--- src/rtl/step_acc_pkg.sv ---
// Shared encodings for the step accumulator: operation codes and control FSM states.
package step_acc_pkg;

  typedef enum logic [1:0] {
    OP_ADD  = 2'b00,
    OP_SUB  = 2'b01,
    OP_LOAD = 2'b10,
    OP_HOLD = 2'b11
  } op_t;

  typedef enum logic [1:0] {
    ST_IDLE = 2'b00,
    ST_RUN  = 2'b01,
    ST_DONE = 2'b10
  } state_t;

endpackage

--- src/rtl/step_accumulator_alu.sv ---
// Combinational next-value unit: applies one op to the accumulator with wrap or clamp.
module acc_alu
  import step_acc_pkg::*;
#(
  parameter int WIDTH    = 4,
  parameter int SATURATE = 0
) (
  input  logic [WIDTH-1:0] acc,
  input  logic [WIDTH-1:0] step,
  input  logic [1:0]       op,
  output logic [WIDTH-1:0] result,
  output logic             ovf_set
);

  logic [WIDTH:0] sum;
  logic [WIDTH:0] diff;

  assign sum  = {1'b0, acc} + {1'b0, step};
  // Top bit of the (WIDTH+1)-bit difference is the unsigned borrow.
  assign diff = {1'b0, acc} - {1'b0, step};

  always_comb begin
    result  = acc;
    ovf_set = 1'b0;
    case (op_t'(op))
      OP_ADD: begin
        ovf_set = sum[WIDTH];
        if (SATURATE != 0 && sum[WIDTH]) result = '1;
        else                             result = sum[WIDTH-1:0];
      end
      OP_SUB: begin
        ovf_set = diff[WIDTH];
        if (SATURATE != 0 && diff[WIDTH]) result = '0;
        else                              result = diff[WIDTH-1:0];
      end
      OP_LOAD: result = step;
      default: result = acc;
    endcase
  end

endmodule

--- src/rtl/step_accumulator.sv ---
// Running accumulator with run/done control: steps until the result equals the limit.
module step_accumulator
  import step_acc_pkg::*;
#(
  parameter int WIDTH     = 4,
  parameter int CNT_WIDTH = 4,
  parameter int SATURATE  = 0
) (
  input  logic                 clk,
  input  logic                 reset,
  input  logic                 start,
  input  logic                 en,
  input  logic [1:0]           op,
  input  logic [WIDTH-1:0]     step,
  input  logic [WIDTH-1:0]     limit,
  output logic [WIDTH-1:0]     acc_o,
  output logic [CNT_WIDTH-1:0] count_o,
  output logic                 ovf_o,
  output logic                 zero_o,
  output logic                 run_o,
  output logic                 done_o
);

  localparam logic [CNT_WIDTH-1:0] CNT_MAX = '1;

  logic [WIDTH-1:0]     acc_reg;
  logic [CNT_WIDTH-1:0] count_reg;
  logic                 ovf_reg;
  state_t               state_reg;

  logic [WIDTH-1:0]     alu_result;
  logic                 alu_ovf;

  acc_alu #(
    .WIDTH    (WIDTH),
    .SATURATE (SATURATE)
  ) u_alu (
    .acc     (acc_reg),
    .step    (step),
    .op      (op),
    .result  (alu_result),
    .ovf_set (alu_ovf)
  );

  // start wins over en, so an op presented alongside start is dropped.
  always_ff @(posedge clk or negedge reset) begin
    if (!reset) begin
      acc_reg   <= '0;
      count_reg <= '0;
      ovf_reg   <= 1'b0;
      state_reg <= ST_IDLE;
    end else if (start) begin
      acc_reg   <= '0;
      count_reg <= '0;
      ovf_reg   <= 1'b0;
      state_reg <= ST_RUN;
    end else if (state_reg == ST_RUN && en) begin
      acc_reg <= alu_result;
      ovf_reg <= ovf_reg | alu_ovf;
      if (count_reg != CNT_MAX) count_reg <= count_reg + 1'b1;
      if (alu_result == limit) state_reg <= ST_DONE;
    end
  end

  assign acc_o   = acc_reg;
  assign count_o = count_reg;
  assign ovf_o   = ovf_reg;
  assign zero_o  = (acc_reg == '0);
  assign run_o   = (state_reg == ST_RUN);
  assign done_o  = (state_reg == ST_DONE);

endmodule

--- config.mk ---
export PLATFORM = sky130hd
export DESIGN_NAME = step_accumulator
export DESIGN_NICKNAME = d
export VERILOG_FILES = /design/src/rtl/step_acc_pkg.sv /design/src/rtl/step_accumulator_alu.sv /design/src/rtl/step_accumulator.sv
export SDC_FILE = /design/constraint.sdc
export NUM_CORES = 1
export LEC_CHECK = 0
export ABC_CLOCK_PERIOD_IN_PS = 3490
export CAP_MARGIN = 20
export CORE_ASPECT_RATIO = 0.6
export CORE_MARGIN = 1.5
export CORE_UTILIZATION = 35
export CTS_CLUSTER_DIAMETER = 30
export CTS_CLUSTER_SIZE = 16
export DETAILED_ROUTE_END_ITERATION = 16
export SETUP_SLACK_MARGIN = 0.02
export SYNTH_ARGS = -nofsm -noshare
export SYNTH_HDL_FRONTEND = slang
export SYNTH_SLANG_ARGS = --single-unit
--- constraint.sdc ---
create_clock -name clk -period 3.49 [get_ports clk]
set_clock_uncertainty 0.1 [all_clocks]
set_input_delay 0.698 -clock clk [delete_from_list [all_inputs] [get_ports clk]]
set_output_delay 0.698 -clock clk [all_outputs]
set_load 0.05 [all_outputs]
==> out/metrics.csv <==
metric;value;unit
seq_area_frac_synth;24.9;%
nets;173;
cts.sinks;11;
portBuffers;25;
start_util;37.6;%
synth.top_cell.area_share;24.9;%
drt_pass1_iterations;4;
layout_min_cycle_time;3.08;ns
crit_type;in2reg;
drt-vias-per-instance;5.01;
cts_made_buffers;3;
relSlewSlack;64.8;%
avgSynthCellArea;9.23;sq um
crit_required;3.51;ns
fill_cells;287;
dieWidth;75.6;um
synth-seq-cells;11;
antenna_found_initial;0;
cts_hold_buffers;0;
clkPwrFrac;24.3;%
ios;26;
status;completed;
syn-cell-area;1110;sq um
gr-total-overflow;0;
p_int;0.334;mW
worstPathCellList;clkdlybuf4s50_1 -> ha_1 -> fa_1 -> inv_1 -> mux4_2 -> xnor2_1 -> o211ai_1 -> nor4_2 -> nor2_1;
min_period_over_period;88.4;%
drt_wl_total;2760;um
whs_path_depth;1;
num_antenna_cells;0;
synth.largest_area_cell;dfrtp_1;
worst_pin_slew;0.526;ns
setup_tns;0;ns
first_global_vias;822;
hold_end;ovf_o;
vias;947;
seq_power_share;28.1;%
drt_drc_violations_left;0;
hold_start;ovf_o;
cts-root-buf;clkbuf_8;
cpPeakStageDelay;0.50;ns
place_ws;0.100;ns
crit_fanout;3;
rrSetupSlack;0.83;ns
peakVddDrop;193;uV
clk_latency;0.24;ns
final_layout_size_suffix_gt1_share;11.6;%
worstReg2RegEnd;state_reg[0];
pwr-share-comb;47.6;%
startpoint_type;primary input;
cts_setup_buffers;0;
cts_tree;done;
fin_area;1450;sq um
placed_area;1400;sq um
core_area;2950;sq um
drtIter0Drc;107;
synth.distinct_cells;43;
die_y;46.6;um
final-setup-viol-count;0;
clk_pin_slew;0.06;ns
fmax;324;MHz
grt_usage;17.3;%
swShare;40.1;%
p_per_area;384;nW/um^2
synthToLayoutAreaGrowth;30.8;%
grt_pass1_wl;4250;um
post_cts_resize_count;0;
power.switching;0.223;mW
hold_violations;0;
maxSlewViolCount;0;
rows;15;
routedWlPerCell;14.6;um
clk_path_buf_depth;2;
yosysWarnings;0;
cts_max_level;1;
drv_cap;0;
place_congestion;0.836;
finalWorstSetupSlack;0.405;ns
dp.final_hpwl;2240;um
rsz0062_at_grt;false;
reg2regPathDepth;9;
synth_cells;120;
syn_nets;145;
grt_max_degree;15;
endpoint_kind;flop;
leakage;0.637;nW
hp-class;reg2reg;
die_area;3520;sq um
yosys-top-cells-area;dfrtp_1 25%, ha_1 10%, mux2i_1 6.3%, nor2_1 4.4%, fa_1 3.6%;
cp_slowest_cell;fa_1;
final_antenna_net_count;0;
worstPathArrival;3.11;ns
reg2reg_from;acc_o[0];
synth_stat cells (all sizes together):
library cell,n
nand4,1
fa,2
nor2b,7
o31ai,3
nor4,3
mux4,1
o21bai,1
xnor2,3
o21a,2
and3,3
o221a,1
a21oi,2
a32o,1
a31oi,3
nor2,13
nand3,1
inv,11
nand2b,2
or4b,1
or3,2
and2b,2
mux2i,7
nor3b,2
a2111oi,1
xor2,3
o21ai,5
dfrtp,11
a21o,3
o2111ai,1
nor3,1
nand2,3
ha,9
o22ai,1
buf,5
o211ai,2
mux2,1
metrics by stage:
step / power (mW) / instances / util, % / hold slack [ns]
floorplan: 0.340 / 120 / - / 0.302
global placement: 0.421 / 185 / 47.6 / 0.388
detailed placement: 0.424 / 185 / 47.6 / 0.392
CTS: 0.559 / 189 / 49.2 / 0.404
global route: 0.591 / 189 / 49.2 / 0.407
finish: 0.556 / 189 / 49.2 / 0.396
critical path, delay by kind of cell:
family / cells / cell delay (ns)
adder cells (fa/ha/maj): 2 / 0.77
buffers and inverters: 2 / 0.49
multiplexers: 1 / 0.48
AND/OR/NAND/NOR: 2 / 0.40
XOR/XNOR: 1 / 0.16
AO/OA/AOI/OAI: 1 / 0.12
cells in the final DEF (no fill, tap or decap), types with 3 or more instances in the layout:
| master | Yosys | routed |
|---|---|---|
| a21o_1 | 3 | 3 |
| a31oi_1 | 3 | 3 |
| buf_4 | 2 | 3 |
| clkbuf_8 | 0 | 3 |
| clkdlybuf4s50_1 | 0 | 25 |
| dfrtp_1 | 11 | 11 |
| ha_1 | 9 | 9 |
| inv_1 | 10 | 10 |
| mux2i_1 | 7 | 7 |
| nand2_1 | 3 | 3 |
| nor2_1 | 13 | 13 |
| nor2b_1 | 6 | 6 |
| o21ai_0 | 5 | 5 |
| o31ai_1 | 3 | 3 |
| xnor2_1 | 3 | 3 |
| xor2_1 | 3 | 3 |
metal layers:
metal | wire [um] | track usage [%] | vias to the layer above
met2 | 1010 | 21.2 | 25
li1 | - | - | 479
met1 | 1610 | 28.6 | 441
met4 | 9 | 3.21 | 0
met3 | 132 | 4.81 | 2
met5 | 0 | 0 | -
power groups by stage:
stage	logic, mW	registers, mW	clock network [mW]
global placement	0.263	0.158	0
floorplan	0.152	0.188	0
finish	0.265	0.156	0.135
global route	0.287	0.158	0.146
CTS	0.267	0.157	0.136
detailed placement	0.266	0.159	0
layout make-up:
cell class	instances	area (sq um)	area share, %
Multi-Input combinational cell	93	762	52.6
Sequential cell	11	275	19.0
Timing Repair Buffer	28	273	18.8
Tap cell	42	52.6	3.63
Clock buffer	4	45.0	3.11
Inverter	11	41.3	2.85
kinds of logic after synthesis:
| logic type | after synthesis | share of synthesized area [%] |
|---|---|---|
| compound gates | 26 | 18.1 |
| xor+xnor | 6 | 4.75 |
| fa+ha+maj | 11 | 13.8 |
| buf+inv | 16 | 6.33 |
| flops | 11 | 24.9 |
| mux | 9 | 9.38 |
| simple gates | 41 | 22.8 |
worst max path at each step:
stage	cells past startpoint	end	slack, ns	startpoint
after CTS	9	state_reg[0]	0.37	step[0]
after global placement	9	state_reg[0]	0.20	step[0]
final	9	state_reg[0]	0.41	step[0]
after floorplan	1	zero_o	0.49	acc_o[0]
after global routing	9	state_reg[0]	0.26	step[0]
after detailed placement	9	state_reg[0]	0.10	step[0]
(Power assumes the default switching activity.)
